[config.mk]
export PLATFORM = sky130hd
export DESIGN_NAME = mem_axi_arbiter
export DESIGN_NICKNAME = d
export VERILOG_FILES = /design/src/rtl/mem_axi_arbiter_pkg.sv /design/src/rtl/mem_axi_arbiter.sv
export SDC_FILE = /design/constraint.sdc
export NUM_CORES = 1
export LEC_CHECK = 0
export ABC_AREA = 1
export BUFFER_PORTS_ARGS = -buffer_cell sky130_fd_sc_hd__buf_4
export CORE_AREA = 5 5 142 144
export DETAILED_ROUTE_END_ITERATION = 16
export DIE_AREA = 0 0 147 149
export PLACE_DENSITY = 0.72
export SYNTH_ARGS = -nofsm -noshare
export SYNTH_HDL_FRONTEND = slang
export SYNTH_SLANG_ARGS = --single-unit
[constraint.sdc]
create_clock -name clk -period 11.9 [get_ports clk]
set_input_delay 0.595 -clock clk [delete_from_list [all_inputs] [get_ports clk]]
set_output_delay 0.595 -clock clk [all_outputs]
set_load 0.01 [all_outputs]
[src/rtl/mem_axi_arbiter_pkg.sv]
// Shared widths and encodings for the core-side memory arbiter.
// Width constants are common to the core; state and source encodings are local to the arbiter.
package mem_axi_arbiter_pkg;

  localparam int ISA_WIDTH      = 32;
  localparam int MEM_MASK_WIDTH = 4;

  typedef enum logic [1:0] {
    IDLE = 2'd0,
    RD   = 2'd1,
    WR   = 2'd2,
    FIN  = 2'd3
  } state_t;

  typedef enum logic {
    SRC_1 = 1'b0,
    SRC_2 = 1'b1
  } src_t;

endpackage

[src/rtl/mem_axi_arbiter.sv]
// Fixed-priority arbiter (store > load > fetch) onto one AXI4-Lite master, one transaction at a time.
// Min latency: request seen -> valid next cycle -> handshake -> finish pulse; AXI stalls simply extend RD/WR.
module mem_axi_arbiter
  import mem_axi_arbiter_pkg::*;
#(
  parameter int XLEN   = ISA_WIDTH,
  parameter int MASK_W = MEM_MASK_WIDTH
) (
  input  logic              clk,
  input  logic              rst,
  output logic [XLEN-1:0]   mem_1_r,
  input  logic [XLEN-1:0]   mem_1_addr,
  input  logic              mem_1_r_en,
  output logic              mem_1_finish,
  output logic [XLEN-1:0]   mem_2_r,
  input  logic [XLEN-1:0]   mem_2_w,
  input  logic [XLEN-1:0]   mem_2_addr,
  input  logic [MASK_W-1:0] mem_2_mask,
  input  logic              mem_2_r_en,
  input  logic              mem_2_w_en,
  output logic              mem_2_finish,
  output logic [XLEN-1:0]   axi_araddr,
  output logic              axi_arvalid,
  input  logic              axi_arready,
  input  logic [XLEN-1:0]   axi_rdata,
  input  logic [XLEN-1:0]   axi_rresp,
  input  logic              axi_rvalid,
  output logic              axi_rready,
  output logic [XLEN-1:0]   axi_awaddr,
  output logic              axi_awvalid,
  input  logic              axi_awready,
  output logic [XLEN-1:0]   axi_wdata,
  output logic [MASK_W-1:0] axi_wstrb,
  output logic              axi_wvalid,
  input  logic              axi_wready,
  input  logic [XLEN-1:0]   axi_bresp,
  input  logic              axi_bvalid,
  output logic              axi_bready
);

  state_t state, state_nxt;
  src_t   src;

  logic ar_hs, r_hs, aw_ok, w_ok, b_hs;
  logic resp_unused;

  // Responses are deliberately not inspected.
  assign resp_unused = ^{axi_rresp, axi_bresp};

  assign ar_hs = axi_arvalid & axi_arready;
  assign r_hs  = axi_rvalid & axi_rready;
  // In WR a channel's valid only drops after its handshake, so a low valid means "done".
  assign aw_ok = ~axi_awvalid | axi_awready;
  assign w_ok  = ~axi_wvalid | axi_wready;
  assign b_hs  = axi_bvalid & axi_bready & aw_ok & w_ok;

  always_ff @(posedge clk or posedge rst) begin
    if (rst) state <= IDLE;
    else     state <= state_nxt;
  end

  always_comb begin
    state_nxt = state;
    case (state)
      IDLE: begin
        if (mem_2_w_en)                    state_nxt = WR;
        else if (mem_2_r_en || mem_1_r_en) state_nxt = RD;
      end
      RD:      if (r_hs) state_nxt = FIN;
      WR:      if (b_hs) state_nxt = FIN;
      FIN:     state_nxt = IDLE;
      default: state_nxt = IDLE;
    endcase
  end

  always_ff @(posedge clk or posedge rst) begin
    if (rst) begin
      src          <= SRC_1;
      mem_1_r      <= '0;
      mem_2_r      <= '0;
      mem_1_finish <= 1'b0;
      mem_2_finish <= 1'b0;
      axi_araddr   <= '0;
      axi_arvalid  <= 1'b0;
      axi_rready   <= 1'b0;
      axi_awaddr   <= '0;
      axi_awvalid  <= 1'b0;
      axi_wdata    <= '0;
      axi_wstrb    <= '0;
      axi_wvalid   <= 1'b0;
      axi_bready   <= 1'b0;
    end else begin
      mem_1_finish <= 1'b0;
      mem_2_finish <= 1'b0;
      case (state)
        IDLE: begin
          if (mem_2_w_en) begin
            src         <= SRC_2;
            axi_awaddr  <= mem_2_addr;
            axi_wdata   <= mem_2_w;
            axi_wstrb   <= mem_2_mask;
            axi_awvalid <= 1'b1;
            axi_wvalid  <= 1'b1;
            axi_bready  <= 1'b1;
          end else if (mem_2_r_en) begin
            src         <= SRC_2;
            axi_araddr  <= mem_2_addr;
            axi_arvalid <= 1'b1;
            axi_rready  <= 1'b1;
          end else if (mem_1_r_en) begin
            src         <= SRC_1;
            axi_araddr  <= mem_1_addr;
            axi_arvalid <= 1'b1;
            axi_rready  <= 1'b1;
          end
        end
        RD: begin
          if (ar_hs) axi_arvalid <= 1'b0;
          if (r_hs) begin
            axi_arvalid <= 1'b0;
            axi_rready  <= 1'b0;
            if (src == SRC_2) mem_2_r <= axi_rdata;
            else              mem_1_r <= axi_rdata;
            mem_1_finish <= (src == SRC_1);
            mem_2_finish <= (src == SRC_2);
          end
        end
        WR: begin
          if (axi_awvalid && axi_awready) axi_awvalid <= 1'b0;
          if (axi_wvalid && axi_wready)   axi_wvalid  <= 1'b0;
          if (b_hs) begin
            axi_awvalid  <= 1'b0;
            axi_wvalid   <= 1'b0;
            axi_bready   <= 1'b0;
            mem_2_finish <= 1'b1;
          end
        end
        default: ;
      endcase
    end
  end

endmodule

* Word-level counts from Yosys, hierarchy flattened
Index checks and enable logic that the tools add are counted.
** Cells by class
- Equality and inequality tests :: 12
- Multiplexer cells :: 32
- Bitwise operators :: 11
- Reduce and logical (&&, ||, !) cells :: 19
** Operators by type and width (number)
- two-way mux 32 bit :: 2
- AND reduction 3 bit :: 7
- two-way mux 1 bit :: 19
- inequality test 3 bit, second input constant :: 5
- case mux 1 bit (2 select lines) :: 6
- two-way mux 2 bit :: 4
- inequality test 2 bit, second input constant :: 4
- case mux 2 bit (4 select lines) :: 1
- AND reduction 4 bit :: 2
- nonzero test 2 bit :: 3
- bitwise AND 1 bit :: 5
- == test 2 bit, second input constant :: 2
- inverter 1 bit :: 4
- AND reduction 2 bit :: 2
- nonzero test 3 bit :: 1
- == test 2 x 1 -> 1 bit, second input constant :: 1
- logical AND 1 bit :: 2
- logical NOT 2 bit :: 1
- OR 1 bit :: 2
- logical OR 1 bit :: 1
** Word-level totals
- Bits in registers :: 174
- Bits of input ports :: 206
- Output and inout bits :: 171
- Logic and storage cells :: 89

* Logic depth before layout (Yosys ltp)
- Word-level depth :: 6
- Depth in mapped cells :: 9
- Gate-level depth less buffers :: 8

* Least setup slack after synthesis
Ideal clock, no wire load.
- Kind :: flip-flop to flip-flop
- Start :: reg state[1]
- End :: reg mem_1_r[13]
- Library setup time :: 0.130 ns
- Arrival :: 1.263 ns
- Required time :: 11.770 ns
- Slack :: 10.507 ns
- Stages on the path, launching flop included :: 10
- Path buffers :: 2
- Clock period less this slack :: 1.393 ns
- Cell sequence :: dfrtp_1 inv_1 ha_1 inv_1 nor2_1 nand2_1 buf_2 buf_2 nand2_1 o21ai_0
** On the way
- Longest elaborated chain between the ends :: 2
** Ends and longest elaborated chain
- start, declared :: line mem_axi_arbiter.sv:41 : state_t state, state_nxt;
- start signal, assigned :: line mem_axi_arbiter.sv:59 : else state <= state_nxt;
- == test 2 x 1 -> 1 bit :: line mem_axi_arbiter.sv:95 : case (state)
- AND reduction 3 bit (no line)
- end signal, assigned :: line mem_axi_arbiter.sv:123 : else mem_1_r <= axi_rdata;
- end, declared :: line mem_axi_arbiter.sv:11 : output logic [XLEN-1:0] mem_1_r,
Every way passes these cells.
A chain may end at the register's enable or synchronous reset.

* Worst setup path in the final report
- Start :: reg state[1]
- End :: reg mem_2_r[20]
** On the way
- Longest elaborated chain between the ends :: 2
** Ends and longest elaborated chain
- == test 2 x 1 -> 1 bit :: line mem_axi_arbiter.sv:95
- AND reduction 3 bit (no line)
- end signal, assigned :: line mem_axi_arbiter.sv:122 : if (src == SRC_2) mem_2_r <= axi_rdata;
- end, declared :: line mem_axi_arbiter.sv:15 : output logic [XLEN-1:0] mem_2_r,
Every way passes these cells.

==> reports/metrics.yaml <==
cp_slowest_cell: "nand2_2"
critPathMaxStageDelay_ns: 0.62
min_path_type: "in -> async"
die_h_um: 149
power_density_nw_per_um2: 265
max_slew_margin: 0.297
wl_per_cell_um: 15.8
grtUsageTotal: 0.188
nNetsFinal: 1277
wl_met2_mm: 9.70
worstPathRequired_ns: 12.20
yosys.area_share.simple: 0.220
vias: 6142
synthCells: 774
worstSetupEndpointType: "flip-flop"
r2r_end: "mem_2_r[20]"
ys_seq_elements: 174
clkSinkCount: 174
wl_met1_mm: 8.20
io_pins: 377
start_util: 0.371
tns_ns: 0
viasPerCell: 4.67
routed-wl-met3_mm: 2.43
antennaDiodeCount: 0
synth_cell_type_count: 22
n_fill_cell: 1712
layout_min_cycle_time_ns: 2.11
hold_viol: 0
cts_resized: 0
synthTopCellsByArea: "dfrtp_1 63%, nand2_1 19%, o21ai_0 4.6%"
port_buffers: 312
min_period_over_period: 0.177
root_buffer: "clkbuf_16"
max_slew.worst_pin.slew_ns: 1.05
wirelength_mm: 20.8
htreeDepth: 4
avgSynthCellArea_um2: 8.91
grt_setup_unrepaired: "no"
cts_buffer_depth: 2
initialDrtViolationCount: 285
p_total_w: 0.00264
slew_viol_final: 0
placed_area_um2: 9360
drt-pass1-iter-count: 5
fin_skew_ns: 0.00850
grt_remaining_overflow: 0
synth_top_area_cell: "dfrtp_1"
r2r_slack_ns: 9.79
routabilityCongestion: 0.791
final_layout_size_suffix_gt1_frac: 0.329
max_freq_mhz: 474
first_global_vias: 6228
path_class: "reg -> reg"
crit_fanout: 65
stdcell_area_um2: 9950
critPathBufInv: 2
critPathMostFrequentCell: "inv_1"
critPathTopFamily: "simple AND/OR/NAND/NOR gates"
synth-compound-area-share: 0.0852
report.final.setup_viol: 0
core_area_um2: 18600
netlist_area_um2: 6900
cts.clk_slew.worst_paths_ns: 0.07
topRoutingLayerUsed: "met5"
synth_top_family_by_area: "simple AND/OR/NAND/NOR gates"
most-common-layout-cells: "353 x nand2_1, 317 x buf_4, 174 x dfrtp_1, 64 x o21ai_0, 46 x inv_1"
yosysWarningCount: 0
numCtsBuffers: 17
cts_tree: "yes"
worstPathCellList: "inv_1, ha_1, inv_1, nor2_1, nand2_2, o21ai_0"
synth.top_cell.area_share: 0.631
synthAdderAreaFrac: 0.00544
drc: 0
reg2reg_depth: 6
leakagePower_nw: 5.42
dieArea_um2: 21900
r2r-start: "state[1]"
yosysSeqAreaShare: 0.631
layout_commonest_cell: "nand2_1"
clkLatencyLatePin_ns: 0.42
startpoint_type: "flip-flop"
outcome: "complete, no violations"
grt_pass1_wl_mm: 32.8
fin_util: 0.535
cts_setup_buffers: 0
whs_ns: 0.310
cts-hold-fix-buffers: 0
ir_drop_uv: 115
rows: 50
crit_arrival_ns: 2.41
grt_max_degree: 93
areaGrowthSynthToFinish_pct: 44.2
antenna_found_initial: 1
dp_hpwl_mm: 14.7
synth_xor_area_frac: 0
die_w_um: 147
synth_mux_area_frac: 0
synth_fp_nets: 983
drv_cap: 0
postRouteAntennaNets: 0
[registers in the layout, indices dropped and copies added (netlist names)]
signal and count:
axi_wstrb 4, axi_awaddr 32, axi_bready 1, mem_2_r 32, axi_araddr 32, mem_2_finish 1, state 2, axi_rready 1
src 1, axi_wvalid 1, mem_1_r 32, mem_1_finish 1, axi_wdata 32, axi_awvalid 1, axi_arvalid 1
[stage by stage]
stage / setup slack [ns] / instances
CTS: 9.72 / 1315
global route: 9.54 / 1315
detailed placement: 9.44 / 1283
finish: 9.79 / 1315
global placement: 9.43 / 1283
floorplan: 6.59 / 774
[cell families (layout without fill, tap and decap cells)]
family,after synthesis,count (layout)
compound gates,108,108
fa+ha+maj,3,3
buf+inv,90,397
flops,174,174
simple gates,399,399
[how the worst max path moves through the flow]
| stage | startpoint | endpoint | slack [ns] | cells after the start |
|---|---|---|---|---|
| detailed placement | rst | mem_2_r[26] | 9.44 | 3 |
| CTS | state[1] | mem_2_r[4] | 9.72 | 6 |
| global route | state[1] | mem_2_r[4] | 9.54 | 6 |
| finish | state[1] | mem_2_r[20] | 9.79 | 6 |
| global placement | rst | mem_1_finish | 9.43 | 3 |
| floorplan | rst | axi_araddr[0] | 6.59 | 1 |
[final cells by class]
type | count | area (um2) | share of cell area
Timing Repair Buffer | 317 | 2380 | 0.239
Tap cell | 234 | 293 | 0.0294
Multi-Input combinational cell | 510 | 2150 | 0.216
Sequential cell | 174 | 4350 | 0.438
Inverter | 48 | 185 | 0.0186
Clock buffer | 18 | 429 | 0.0431
Clock inverter | 14 | 159 | 0.0160
[where the power goes]
group,internal [W],switching [W],total (W)
Clock,0.000314,0.000247,0.000560
Combinational,0.000505,0.000555,0.00106
Sequential,0.000864,0.000152,0.00102
[layer usage]
layer | track usage | up-vias
met4 | 0.0629 | 2
met2 | 0.313 | 251
met1 | 0.216 | 2858
met5 | 0 | -
met3 | 0.0893 | 30
li1 | - | 3001
[Yosys cell counts]
cell      number
nand2_1      355
dfrtp_1      174
o21ai_0       64
inv_1         47
nor2_1        36
a31oi_1       33
buf_2         20
clkbuf_1      15
buf_6          5
o21ai_1        5
a21oi_1        3
ha_1           3
nand3_1        3
buf_1          2
nand2_2        2
a21boi_0       1
inv_2          1
nand4_1        1
nor2_2         1
nor2_4         1
o211ai_1       1
o22ai_1        1
No activity file was read; power rests on OpenSTA's default activity.
